<file path="src/rtl/ic_tester_pkg.sv">
// ic_tester_pkg: gate/tester code points shared with the IC number decoder,
// the sequencer state encoding and the per-topology lookups (inputs per gate,
// used-gate mask, last vector index).
package ic_tester_pkg;

    localparam logic [2:0] GATE_AND  = 3'b000;
    localparam logic [2:0] GATE_OR   = 3'b001;
    localparam logic [2:0] GATE_NAND = 3'b010;
    localparam logic [2:0] GATE_NOR  = 3'b011;
    localparam logic [2:0] GATE_XOR  = 3'b100;

    localparam logic [2:0] TESTER_NOT = 3'b000;
    localparam logic [2:0] TESTER_IN2 = 3'b001;
    localparam logic [2:0] TESTER_IN3 = 3'b010;
    localparam logic [2:0] TESTER_IN4 = 3'b011;
    localparam logic [2:0] TESTER_IN8 = 3'b100;

    typedef enum logic [1:0] {
        ST_IDLE   = 2'd0,
        ST_SETTLE = 2'd1,
        ST_SAMPLE = 2'd2,
        ST_DONE   = 2'd3
    } state_t;

    // Both codes must be inside their defined ranges for a run to start.
    function automatic logic code_legal(input logic [2:0] g, input logic [2:0] t);
        return (g <= GATE_XOR) && (t <= TESTER_IN8);
    endfunction

    // Number of inputs per gate (n).
    function automatic logic [3:0] topo_inputs(input logic [2:0] t);
        case (t)
            TESTER_NOT: return 4'd1;
            TESTER_IN2: return 4'd2;
            TESTER_IN3: return 4'd3;
            TESTER_IN4: return 4'd4;
            TESTER_IN8: return 4'd8;
            default:    return 4'd0;
        endcase
    endfunction

    // One bit per gate present in the package (G gates -> low G bits set).
    function automatic logic [5:0] topo_gate_mask(input logic [2:0] t);
        case (t)
            TESTER_NOT: return 6'b111111;
            TESTER_IN2: return 6'b001111;
            TESTER_IN3: return 6'b000111;
            TESTER_IN4: return 6'b000011;
            TESTER_IN8: return 6'b000001;
            default:    return 6'b000000;
        endcase
    endfunction

    // Index of the final vector (V-1).
    function automatic logic [8:0] topo_last_vec(input logic [2:0] t);
        case (t)
            TESTER_NOT: return 9'd1;
            TESTER_IN2: return 9'd3;
            TESTER_IN3: return 9'd7;
            TESTER_IN4: return 9'd15;
            TESTER_IN8: return 9'd255;
            default:    return 9'd0;
        endcase
    endfunction

    // Even/odd parity of an 8-bit word (1 = odd number of ones).
    function automatic logic parity8(input logic [7:0] v);
        return ^v;
    endfunction

endpackage

</file>
<file path="src/rtl/ic_expected_fn.sv">
// ic_expected_fn: combinational golden model of one gate of the selected
// package; returns the output a good gate produces for the given vector.
module ic_expected_fn
    import ic_tester_pkg::*;
(
    input  logic [2:0] gate,
    input  logic [2:0] tester,
    input  logic [7:0] vector,
    output logic       expected
);

    logic [3:0] n_s;
    logic [7:0] in_mask_s;
    logic [7:0] used_s;

    // Mask the vector to the gate width and evaluate the selected function.
    always_comb begin
        n_s       = topo_inputs(tester);
        in_mask_s = (n_s >= 4'd8) ? 8'hFF : ((8'd1 << n_s) - 8'd1);
        used_s    = vector & in_mask_s;
        expected  = 1'b0;
        if (tester == TESTER_NOT) begin
            expected = ~vector[0];
        end else begin
            case (gate)
                GATE_AND:  expected = &(used_s | ~in_mask_s);
                GATE_OR:   expected = |used_s;
                GATE_NAND: expected = ~(&(used_s | ~in_mask_s));
                GATE_NOR:  expected = ~(|used_s);
                GATE_XOR:  expected = parity8(used_s);
                default:   expected = 1'b0;
            endcase
        end
    end

endmodule

</file>
<file path="src/rtl/ic_test_sequencer.sv">
// ic_test_sequencer: walks every input vector of the latched gate/tester
// selection, holds each for SETTLE_CYCLES, samples resp once and accumulates
// a sticky per-gate fail mask; reports pass/fail at DONE.
// Optional build macro: ICT_STOP_ON_FAIL_EN -- abort on the first mismatching
// vector and record its index in fail_vec (otherwise fail_vec is always 0).
module ic_test_sequencer
    import ic_tester_pkg::*;
#(
    parameter int unsigned SETTLE_CYCLES = 4
) (
    input  logic       clk,
    input  logic       rst,
    input  logic       start,
    input  logic [2:0] gate,
    input  logic [2:0] tester,
    input  logic [5:0] resp,
    output logic [7:0] stim,
    output logic       busy,
    output logic       done,
    output logic       pass,
    output logic [5:0] fail_mask,
    output logic       bad_code,
    output logic [7:0] fail_vec
);

`ifdef ICT_STOP_ON_FAIL_EN
    localparam logic STOP_ON_FAIL = 1'b1;
`else
    localparam logic STOP_ON_FAIL = 1'b0;
`endif

    localparam logic [7:0] SETTLE_LOAD = 8'(SETTLE_CYCLES);

    state_t     state_r,     state_s;
    logic [2:0] gate_r,      gate_s;
    logic [2:0] tester_r,    tester_s;
    logic [8:0] vec_r,       vec_s;
    logic [7:0] cnt_r,       cnt_s;
    logic [7:0] stim_r,      stim_s;
    logic       busy_r,      busy_s;
    logic       done_r,      done_s;
    logic       pass_r,      pass_s,  pass_hold_s;
    logic [5:0] fail_mask_r, fail_mask_s;
    logic       bad_code_r,  bad_code_s;
    logic [7:0] fail_vec_r,  fail_vec_s;
    logic       exp_bit_s;
    logic [5:0] mism_s;

    ic_expected_fn u_expected_fn (
        .gate     (gate_r),
        .tester   (tester_r),
        .vector   (vec_r[7:0]),
        .expected (exp_bit_s)
    );

    // Compare the expected bit against every gate actually present.
    always_comb begin
        mism_s = ({6{exp_bit_s}} ^ resp) & topo_gate_mask(tester_r);
    end

    // Next-state and next-output logic; outputs are derived from the next state
    // so the registered copies line up with the state they belong to.
    always_comb begin
        state_s     = state_r;
        gate_s      = gate_r;
        tester_s    = tester_r;
        vec_s       = vec_r;
        cnt_s       = cnt_r;
        pass_hold_s = pass_r;
        fail_mask_s = fail_mask_r;
        bad_code_s  = bad_code_r;
        fail_vec_s  = fail_vec_r;
        case (state_r)
            ST_IDLE: begin
                if (start) begin
                    gate_s      = gate;
                    tester_s    = tester;
                    fail_mask_s = 6'd0;
                    pass_hold_s = 1'b0;
                    bad_code_s  = 1'b0;
                    fail_vec_s  = 8'd0;
                    if (code_legal(gate, tester)) begin
                        vec_s   = 9'd0;
                        cnt_s   = SETTLE_LOAD;
                        state_s = ST_SETTLE;
                    end else begin
                        bad_code_s = 1'b1;
                        state_s    = ST_DONE;
                    end
                end else begin
                    state_s = ST_IDLE;
                end
            end
            ST_SETTLE: begin
                if (cnt_r <= 8'd1) begin
                    state_s = ST_SAMPLE;
                end else begin
                    cnt_s = cnt_r - 8'd1;
                end
            end
            ST_SAMPLE: begin
                fail_mask_s = fail_mask_r | mism_s;
                if (STOP_ON_FAIL && (mism_s != 6'd0)) begin
                    fail_vec_s = vec_r[7:0];
                    state_s    = ST_DONE;
                end else if (vec_r == topo_last_vec(tester_r)) begin
                    state_s = ST_DONE;
                end else begin
                    vec_s   = vec_r + 9'd1;
                    cnt_s   = SETTLE_LOAD;
                    state_s = ST_SETTLE;
                end
            end
            ST_DONE: begin
                state_s = ST_IDLE;
            end
            default: begin
                state_s = ST_IDLE;
            end
        endcase
        stim_s = ((state_s == ST_SETTLE) || (state_s == ST_SAMPLE)) ? vec_s[7:0] : 8'd0;
        busy_s = (state_s != ST_IDLE);
        done_s = (state_s == ST_DONE);
        pass_s = (state_s == ST_DONE) ? ((fail_mask_s == 6'd0) && !bad_code_s) : pass_hold_s;
    end

    // State and output registers with synchronous reset.
    always_ff @(posedge clk) begin
        if (rst) begin
            state_r     <= ST_IDLE;
            gate_r      <= 3'd0;
            tester_r    <= 3'd0;
            vec_r       <= 9'd0;
            cnt_r       <= 8'd0;
            stim_r      <= 8'd0;
            busy_r      <= 1'b0;
            done_r      <= 1'b0;
            pass_r      <= 1'b0;
            fail_mask_r <= 6'd0;
            bad_code_r  <= 1'b0;
            fail_vec_r  <= 8'd0;
        end else begin
            state_r     <= state_s;
            gate_r      <= gate_s;
            tester_r    <= tester_s;
            vec_r       <= vec_s;
            cnt_r       <= cnt_s;
            stim_r      <= stim_s;
            busy_r      <= busy_s;
            done_r      <= done_s;
            pass_r      <= pass_s;
            fail_mask_r <= fail_mask_s;
            bad_code_r  <= bad_code_s;
            fail_vec_r  <= fail_vec_s;
        end
    end

    assign stim      = stim_r;
    assign busy      = busy_r;
    assign done      = done_r;
    assign pass      = pass_r;
    assign fail_mask = fail_mask_r;
    assign bad_code  = bad_code_r;
    assign fail_vec  = fail_vec_r;

endmodule

</file>
<file path="config.mk">
export PLATFORM = sky130hd
export DESIGN_NAME = ic_test_sequencer
export DESIGN_NICKNAME = d
export VERILOG_FILES = /design/src/rtl/ic_tester_pkg.sv /design/src/rtl/ic_expected_fn.sv /design/src/rtl/ic_test_sequencer.sv
export SDC_FILE = /design/constraint.sdc
export NUM_CORES = 1
export LEC_CHECK = 0
export CAP_MARGIN = 20
export CORE_MARGIN = 2
export CORE_UTILIZATION = 47
export DETAILED_ROUTE_END_ITERATION = 8
export PLACE_DENSITY_LB_ADDON = 0.15
export SYNTH_ARGS = -nofsm -noshare
export SYNTH_HDL_FRONTEND = slang
export SYNTH_SLANG_ARGS = --single-unit
</file>
<file path="constraint.sdc">
create_clock -name clk -period 4.6 [get_ports clk]
set_input_delay 0.92 -clock clk [delete_from_list [all_inputs] [get_ports clk]]
set_output_delay 0.92 -clock clk [all_outputs]
set_load 0.03 [all_outputs]
</file>
# Word level (Yosys, flattened, before mapping)
# Cells that the tools add are included.
# W data, S select, Z words.
[totals]
wordCells = 99
inputBits = 15
out_inout_bits = 26
regBits = 43
[op_classes]
addsub = 3
n_eq_ne = 19
n_bitwise = 10
n_lt_le_gt_ge = 4
n_mux = 29
n_reduce_logical = 21
shifts = 1
[op_table]
columns = ["op", "n"]
rows = [
  ["$mux W8", 5],
  ["$pmux W8 S5", 1],
  ["$mux W9", 4],
  ["$pmux W6 S5", 1],
  ["$pmux W8 S3", 1],
  ["$pmux W4 S5", 1],
  ["$pmux W9 S2", 1],
  ["$sub A8 B1 Y8 const B", 2],
  ["$eq A3 B2 Y1 const B", 4],
  ["$pmux W6 S2", 1],
  ["$add A9 B1 Y9 const B", 1],
  ["$eq A9 B9 Y1", 1],
  ["$and A8 B8 Y8", 1],
  ["$eq A2 B2 Y1 const B", 4],
  ["$le A8 B1 Y1 const B", 1],
  ["$mux W2", 4],
  ["$ne A2 B2 Y1 const B", 4],
  ["$not A8 Y8", 1],
  ["$or A8 B8 Y8", 1],
  ["$pmux W2 S4", 1],
  ["$reduce_and A8 Y1", 1],
  ["$reduce_bool A2 Y1", 4],
  ["$reduce_or A8 Y1", 1],
  ["$reduce_xor A8 Y1", 1],
  ["24 further kinds", 40],
]

# Depth between registers and ports, before layout
# Gate-level depths: netlist of run 1.
[logic_depth]
ltp_word = 18
mapped_depth = 18
depth_no_buf = 16

# Cells and area by module
# A second synthesis of run 1 with hierarchy kept.
[hier_totals]
cells_unflattened = 329
area_unflattened_um2 = 2676.3
[modules_own_cells]
columns = ["module", "cells_per_inst", "area_per_inst_um2", "instances"]
rows = [
  ["ic_test_sequencer", 267, 2259.7, 1],
  ["ic_expected_fn", 62, 416.6, 1],
]

# Worst setup path after synthesis of run 1
# OpenSTA, ideal clock, no wires.
[synth_timing]
path_type = "reg2reg"
startpoint = "register tester_r[2]"
endpoint = "register pass_r, in the netlist pass"
arrival_ns = 3.428
stages_incl_launch_ff = 19
setup_time_ns = 0.087
path_slack_ns = 1.085
path_buffers = 2
required_ns = 4.513
path_cell_list = "dfxtp_1 -> buf_4 -> clkbuf_1 -> nor3_1 -> inv_1 -> ha_1 -> inv_1 -> nor2_1 -> a21oi_1 -> o221ai_1 -> ha_1 -> xor2_1 -> xnor2_1 -> nand3_1 -> nand3_1 -> a211oi_1 -> xor2_1 -> o32ai_1 -> o31ai_1"
[synth_between]
elab_chain_len = 18
[synth_rtl]
columns = ["element", "line", "source"]
rows = [
  ["start, declared", "ic_test_sequencer.sv:36", "logic [2:0] tester_r, tester_s;"],
  ["start signal, assigned", "ic_test_sequencer.sv:145", "tester_r <= tester_s;"],
  ["$eq A3 B3 Y1 (tied with other cells)", "ic_tester_pkg.sv:32, ic_tester_pkg.sv:44, ic_tester_pkg.sv:56", ""],
  ["$pmux W4 S5", "ic_tester_pkg.sv:32", "case (t)"],
  ["$shl A1 B4 Y8", "ic_expected_fn.sv:19", "in_mask_s = (n_s >= 4'd8) ? 8'hFF : ((8'd1 << n_s) - 8'd1);"],
  ["$sub A8 B1 Y8", "ic_expected_fn.sv:19", ""],
  ["$mux W8", "ic_expected_fn.sv:19", ""],
  ["$and A8 B8 Y8 or $not A8 Y8 (tied branches)", "ic_expected_fn.sv:20, ic_expected_fn.sv:26, ic_expected_fn.sv:28", ""],
  ["$or A8 B8 Y8", "ic_expected_fn.sv:26, ic_expected_fn.sv:28", ""],
  ["$reduce_and A8 Y1", "ic_expected_fn.sv:26, ic_expected_fn.sv:28", ""],
  ["(+2 left out)", "--", ""],
  ["$mux W1", "ic_expected_fn.sv:22", "if (tester == TESTER_NOT) begin"],
  ["$xor A6 B6 Y6", "ic_test_sequencer.sv:58", "mism_s = ({6{exp_bit_s}} ^ resp) & topo_gate_mask(tester_r);"],
  ["$and A6 B6 Y6", "ic_test_sequencer.sv:58", ""],
  ["$or A6 B6 Y6", "ic_test_sequencer.sv:102", "fail_mask_s = fail_mask_r | mism_s;"],
  ["$pmux W6 S2", "ic_test_sequencer.sv:73", "case (state_r)"],
  ["$logic_not A6 Y1", "ic_test_sequencer.sv:124", "pass_s = (state_s == ST_DONE) ? ((fail_mask_s == 6'd0) && !bad_code_s) : pass_hold_s;"],
  ["$logic_and A1 B1 Y1", "ic_test_sequencer.sv:124", ""],
  ["$mux W1", "ic_test_sequencer.sv:124", ""],
  ["end signal, assigned", "ic_test_sequencer.sv:151", "pass_r <= pass_s;"],
  ["end, declared", "ic_test_sequencer.sv:42", "logic pass_r, pass_s, pass_hold_s;"],
]
# Several ways; a longest one is shown, not always the timed one. The select of a mux whose other input is x is not followed.
# A chain may end at the register's enable or synchronous reset.

# Worst setup path in the final report of run 1
# Ends and elaborated chain as after synthesis.

==> run summary, run 1 <==
Outcome = finished clean
Die ar. = 6060 µm²
Antenna-violating nets left = 0
Final Skew = 0.00465 ns
Count of warnings emitted by yosys = 0
Worst skew pair latency = 0.29 ns
DRC Markers = 0
Final Hold Viols = 0
Combinational power share = 44.3%
Area leader, netlist = dfxtp_1
RSZ-0062 raised after global routing = no
Leakage dissipation = 1.11 nW
Num Clock Sinks = 43
Pwr dens = 456 nW/µm²
Slowest cell on crit path = nor3_1
Final #Nets = 369
Critical Path Start = tester_r[2]$_SDFFE_PP0P_
Root Buffer = clkbuf_8
Worst setup EP type = register
Post-route minimum period = 3.91 ns
Die Span X = 77.8 µm
Met3 wire len = 272 µm
Synth Cell Area = 2560 µm²
Register area share after synthesis = 33.6%
Int Pwr = 790 µW
Peak VDD IR = 0.277 mV
TritonCTS clock tree = done
Hold buffers post-CTS = 0
Max Clk Rate = 256 MHz
Layout filler cell count = 488
Initial drt markers = 117
Synth top area share = 33.6%
Number of flops mapped to enable cells by yosys = 0
Commonest cells after routing, fill and taps aside = dfxtp_1 (43), nor2_1 (36), nand2_1 (33), clkdlybuf4s50_1 (32), a21oi_1 (19)
Net load switching power = 555 µW
Worst slew pin tran = 0.850 ns
Die Height = 77.8 µm
Async SR Flop Fraction = 0%
RD Place Congestion = 0.888
Core Region = 5170 µm²
Hpwl dp = 4220 µm
Worst R2R Start = tester_r[2]$_SDFFE_PP0P_
Crit Path Max Fanout = 17
Min-delay src = pass$_SDFFE_PP0P_
Post-CTS sizing = 0
IO Port Bufs = 32
Starting density of the core = 49.5%
# diodes = 0
Reg power frac = 37.5%
Largest net degree at the start of global routing = 18
Initial antenna violation count = 0
Via density per instance = 5.47
Max cap viols = 0
Vias in the first global route = 2084
WP data required = 4.81 ns
Slew Limit Fails = 0
Wire length on met2 = 2590 µm
Routed via count = 2255
Clk slew on worst S/H paths = 0.08 ns
Arrival time worst endpoint = 4.12 ns
Worst hold slack = 0.498 ns
IO Count = 41
Ys flop type = dfxtp_1
Highest metal used = met4
Crit path largest cell delay = 0.49 ns
Share of layout cells above drive strength 1 = 4.68%
R2R Setup Slk = 0.69 ns
Worst Hold Class = reg -> reg
Endpoints failing setup = 0
Post-Synthesis Cells = 321
Slew HR = 43.2%
Post CTS Setup Buffer Count = 0
Synth cell types = 61
Grt total ovfl = 0
Kind of critical path = reg -> reg
GRT Total Usage = 20.5%
Row Count = 26
TritonCTS Buffers = 5
Startpoint Class = register
Synth top area cells = dfxtp_1 (34%), ha_1 (5.9%), nor2_1 (5.3%)
Sw Share = 41.3%
TritonRoute pass-1 iters = 4
P&R area growth vs syn = 15.1%
FF+latch count, synth = 43
CP top delay family = compound AO/OA/AOI/OAI gates
Most common cell after layout, fill and taps aside = dfxtp_1
Post-route clock period utilization = 85.0%
Clock buffer depth = 2
Mean Syn Cell Area = 7.98 µm²
Final setup TNS = 0 ns
Met1 wire length = 2800 µm
Buffers and inverters on the worst path = 2
DR WL/cell = 13.9 µm
H-Tree Level Count = 2
First-pass GRT wire length = 9960 µm
Routed WL = 5730 µm
Clk pwr share = 18.3%
Crit-path cells = nor3_1 -> inv_1 -> ha_1 -> inv_1 -> nor2_1 -> a21oi_1 -> o221ai_1 -> ha_1 -> xor2_1 -> xnor2_1 -> nand3_1 -> nand3_1 -> a211oi_1 -> xor2_1 -> o32ai_1 -> o31ai_1
[worst min-delay path, delay by kind of cell (launching register included)]
family           cells  cell delay, ns
flip-flops           1            0.32
AND/OR/NAND/NOR      1            0.07
AO/OA/AOI/OAI        1            0.06
[sequential cells by signal, indices dropped and copies added, names as in the netlist]
name / flops
vec_r: 9
fail_mask: 6
state_r: 2
cnt_r: 8
bad_code: 1
busy: 1
stim: 8
gate_r: 3
tester_r: 3
done: 1
pass: 1
[area by class of cell]
type	count	area, µm²	area share, %
Tap cell	70	87.6	2.97
Clock inverter	1	5.00	0.170
Multi-Input combinational cell	247	1540	52.2
Sequential cell	43	861	29.2
Inverter	12	46.3	1.57
Timing Repair Buffer	33	328	11.1
Clock buffer	6	82.6	2.80
[cell families after synthesis]
group	count (synthesis)	synth area share (%)
AO/OA/AOI/OAI	70	18.7
XOR/XNOR	20	6.84
adder cells (fa/ha/maj)	13	6.25
buffers and inverters	38	7.32
flip-flops	43	33.6
multiplexers	2	0.879
other	1	0.146
AND/OR/NAND/NOR	134	26.3
[Yosys cell counts, drive strengths merged (3+ instances only)]
cell type  number
nor3b           3
a211oi          3
buf            13
nor2b           8
clkbuf         13
a31oi           7
a21oi          19
nor2           36
inv            11
dfxtp          43
nand2b          6
nand3           9
xnor2          11
o21ai          10
nand4           4
o31ai           3
nor3            9
nand3b          4
xor2            9
and4            3
ha             12
and3            3
nand2          33
and2            8
[path summary, 6_finish.rpt]
path / endpoint / cells after the start
max reg2reg: pass$_SDFFE_PP0P_ / 16
min: pass$_SDFFE_PP0P_ / 2
max: pass$_SDFFE_PP0P_ / 16
min reg2reg: pass$_SDFFE_PP0P_ / 2
[through the flow]
step	utilization, %	instance area, µm²	worst slack (ns)	cells	power (mW)
global placement	55.3	2860	0.969	405	1.10
detailed placement	55.3	2860	0.802	405	1.10
global route	57.0	2950	0.306	412	1.46
finish	57.0	2950	0.692	412	1.35
CTS	57.0	2950	0.760	412	1.35
floorplan	-	2590	1.08	328	0.960
[layer usage]
| layer | global-route usage [%] | vias up |
|---|---|---|
| met5 | 0 | - |
| met4 | 5.89 | 0 |
| met3 | 3.95 | 7 |
| met2 | 32.1 | 62 |
| met1 | 28.5 | 1036 |
| li1 | - | 1150 |
[power groups by stage]
stage | Sequential, mW | Clock, mW | Combinational, mW
finish | 0.504 | 0.246 | 0.596
global route | 0.517 | 0.270 | 0.673
CTS | 0.504 | 0.253 | 0.596
detailed placement | 0.512 | 0 | 0.592
global placement | 0.512 | 0 | 0.585
floorplan | 0.512 | 0 | 0.448
Note: power is estimated with default switching activity, not from simulation.
==> run 2: changes to the inputs <==
Clock period 4.6 ns to 3.3 ns, I/O delays scaled along.
==> run 2 against run 1 <==
  * Sequential power up 37%
  * Largest cell class unchanged
  * Count of clock-buffer cells in the layout down 1
  * Critical path depth decreased by 3
  * Critical path type unchanged
  * Power rose by 44%
  * Hold slack barely moved
  * Die area unchanged
  * Clock skew increased by 0.0037 ns
  * Largest power group unchanged
  * First-iteration DRC count is 69% higher
  * Cell area rose by 3.3%
  * Critical endpoint unchanged
  * Utilization is 1.9 points higher
  * Combinational power increased by 51%
==> run summary, run 2 (same netlist as run 1, synthesis figures left out) <==
Layout filler cell count = 486 (-0.41%)
Largest net degree at the start of global routing = 19 (+1)
Kind of critical path = reg -> reg
Pwr dens = 634 nW/µm² (+39%)
Root Buffer = clkbuf_8
Antenna-violating nets left = 0 (unchanged)
Routed via count = 2313 (+2.6%)
Row Count = 26 (unchanged)
TritonCTS clock tree = done
GRT Total Usage = 20.6% (+0.11 points)
DRC Markers = 0 (unchanged)
# diodes = 0 (unchanged)
Crit Path Max Fanout = 10 (-7)
Die ar. = 6060 µm² (unchanged)
Clk slew on worst S/H paths = 0.09 ns (about the same)
H-Tree Level Count = 2 (unchanged)
Post-route clock period utilization = 94.0% (+9.0 points)
Endpoints failing setup = 0 (unchanged)
Initial drt markers = 198 (+69%)
Vias in the first global route = 2145 (+2.9%)
Slew HR = 63.6% (+20 points)
Final setup TNS = 0 ns (unchanged)
Peak VDD IR = 0.328 mV (+19%)
Outcome = finished clean
Initial antenna violation count = 0 (unchanged)
Final Util = 58.9% (+1.9 points)
Max Clk Rate = 322 MHz (+26%)
First-pass GRT wire length = 10000 µm (+0.48%)
RD Place Congestion = 0.875 (-1.4%)
Clock buffer depth = 2 (unchanged)
Routed WL = 5750 µm (+0.42%)
IO Port Bufs = 32 (unchanged)
Post-route minimum period = 3.10 ns (-0.807 ns)
Hpwl dp = 4260 µm (+0.93%)
Worst skew pair latency = 0.30 ns (about the same)
Final Hold Viols = 0 (unchanged)
Max cap viols = 0 (unchanged)
Die Span X = 77.8 µm (unchanged)
Core Region = 5170 µm² (unchanged)
Commonest cells after routing, fill and taps aside = dfxtp_1 (42), nor2_1 (36), nand2_1 (33), clkdlybuf4s50_1 (32), a21oi_1 (19)
Largest Register = vec_r
Num Clock Sinks = 43 (unchanged)
Final #Nets = 379 (+2.7%)
Worst setup EP type = register
Share of layout cells above drive strength 1 = 9.07% (+4.4 points)
Die Height = 77.8 µm (unchanged)
RSZ-0062 raised after global routing = no
Worst Hold Class = reg -> reg
TritonCTS Buffers = 5 (unchanged)
TritonRoute pass-1 iters = 4 (unchanged)
Starting density of the core = 49.5% (unchanged)
Total power = 1.93 mW (+44%)
Worst slew pin tran = 0.532 ns (-0.318 ns)
Grt total ovfl = 0 (unchanged)
P&R area growth vs syn = 18.9%
WP data required = 3.51 ns (-1.30 ns)
Final Skew = 0.00840 ns (+0.00375 ns)
Via density per instance = 5.47 (about the same)
Largest register FFs = 9 (unchanged)
Slew Limit Fails = 0 (unchanged)
IO Count = 41 (unchanged)
Startpoint Class = register
Arrival time worst endpoint = 3.31 ns (-0.81 ns)
Most common cell after layout, fill and taps aside = dfxtp_1
Leakage dissipation = 1.16 nW (+4.2%)
DR WL/cell = 13.6 µm (-2.2%)
==> run 2: what timing repair did <==
action	4_1_cts	5_1_grt
resized for setup	0	4
endpoints found under the setup margin	0	4
buffers inserted	0	0
hold buffers	0	0
==> run 2: path summary, 6_finish.rpt <==
kind                                  from                      end  slack, ns  depth (start not counted)
setup reg to reg  tester_r[1]$_SDFFE_PP0P_        pass$_SDFFE_PP0P_       0.20                         13
hold reg to reg    fail_mask[1]$_SDFF_PP0_  fail_mask[1]$_SDFF_PP0_       0.50                          2
setup / recovery  tester_r[1]$_SDFFE_PP0P_        pass$_SDFFE_PP0P_       0.20                         13
hold / removal     fail_mask[1]$_SDFF_PP0_  fail_mask[1]$_SDFF_PP0_       0.50                          2
==> run 2: cell type report <==
cell class                      instances  area, µm²  area share (%)
Clock buffer                            5       68.8            2.26
Multi-Input combinational cell        247       1560            51.2
Timing Repair Buffer                   43        403            13.2
Tap cell                               70       87.6            2.87
Clock inverter                          3       20.0           0.657
Sequential cell                        43        862            28.3
Inverter                               12       46.3            1.52
==> run 2: where the power goes <==
group | switching (mW) | internal (mW)
clock | 0.195 | 0.148
sequential | 0.0897 | 0.599
combinational | 0.518 | 0.384
total | 0.803 | 1.13
==> run 2: critical path, stage by stage (launching register included) <==
cell	delay (ns)
dfxtp_1	0.35
buf_4	0.19
or3b_4	0.41
clkinv_2	0.10
nand2_1	0.10
a2bb2oi_1	0.17
or4_1	0.54
o22a_1	0.24
inv_1	0.07
ha_1	0.16
nor2b_4	0.15
and4_1	0.21
nand4_1	0.11
o31ai_1	0.21
==> run 2: routing by layer <==
layer / vias up / global-route usage (%) / share of wire, %
li1: 1181 / - / -
met1: 1067 / 27.8 / 48
met2: 58 / 32.4 / 45
met3: 7 / 3.72 / 5.0
met4: 0 / 8.21 / 1.3
met5: - / 0 / 0
==> run 2: stage by stage <==
step	cell area (µm²)	std cells	worst slack [ns]	hold slack, ns
finish	3050	423	0.198	0.498
global route	3050	423	0.000232	0.509
CTS	3040	423	0.0606	0.496
detailed placement	2950	415	0.0781	0.480
global placement	2950	415	0.200	0.472
floorplan	2600	328	0.0438	0.471
==> run 3: changes to the inputs <==
Settings changed: TNS_END_PERCENT set to 5.
==> results of run 3 <==
Same layout as run 2: the final DEF is identical, and so are final timing and power.
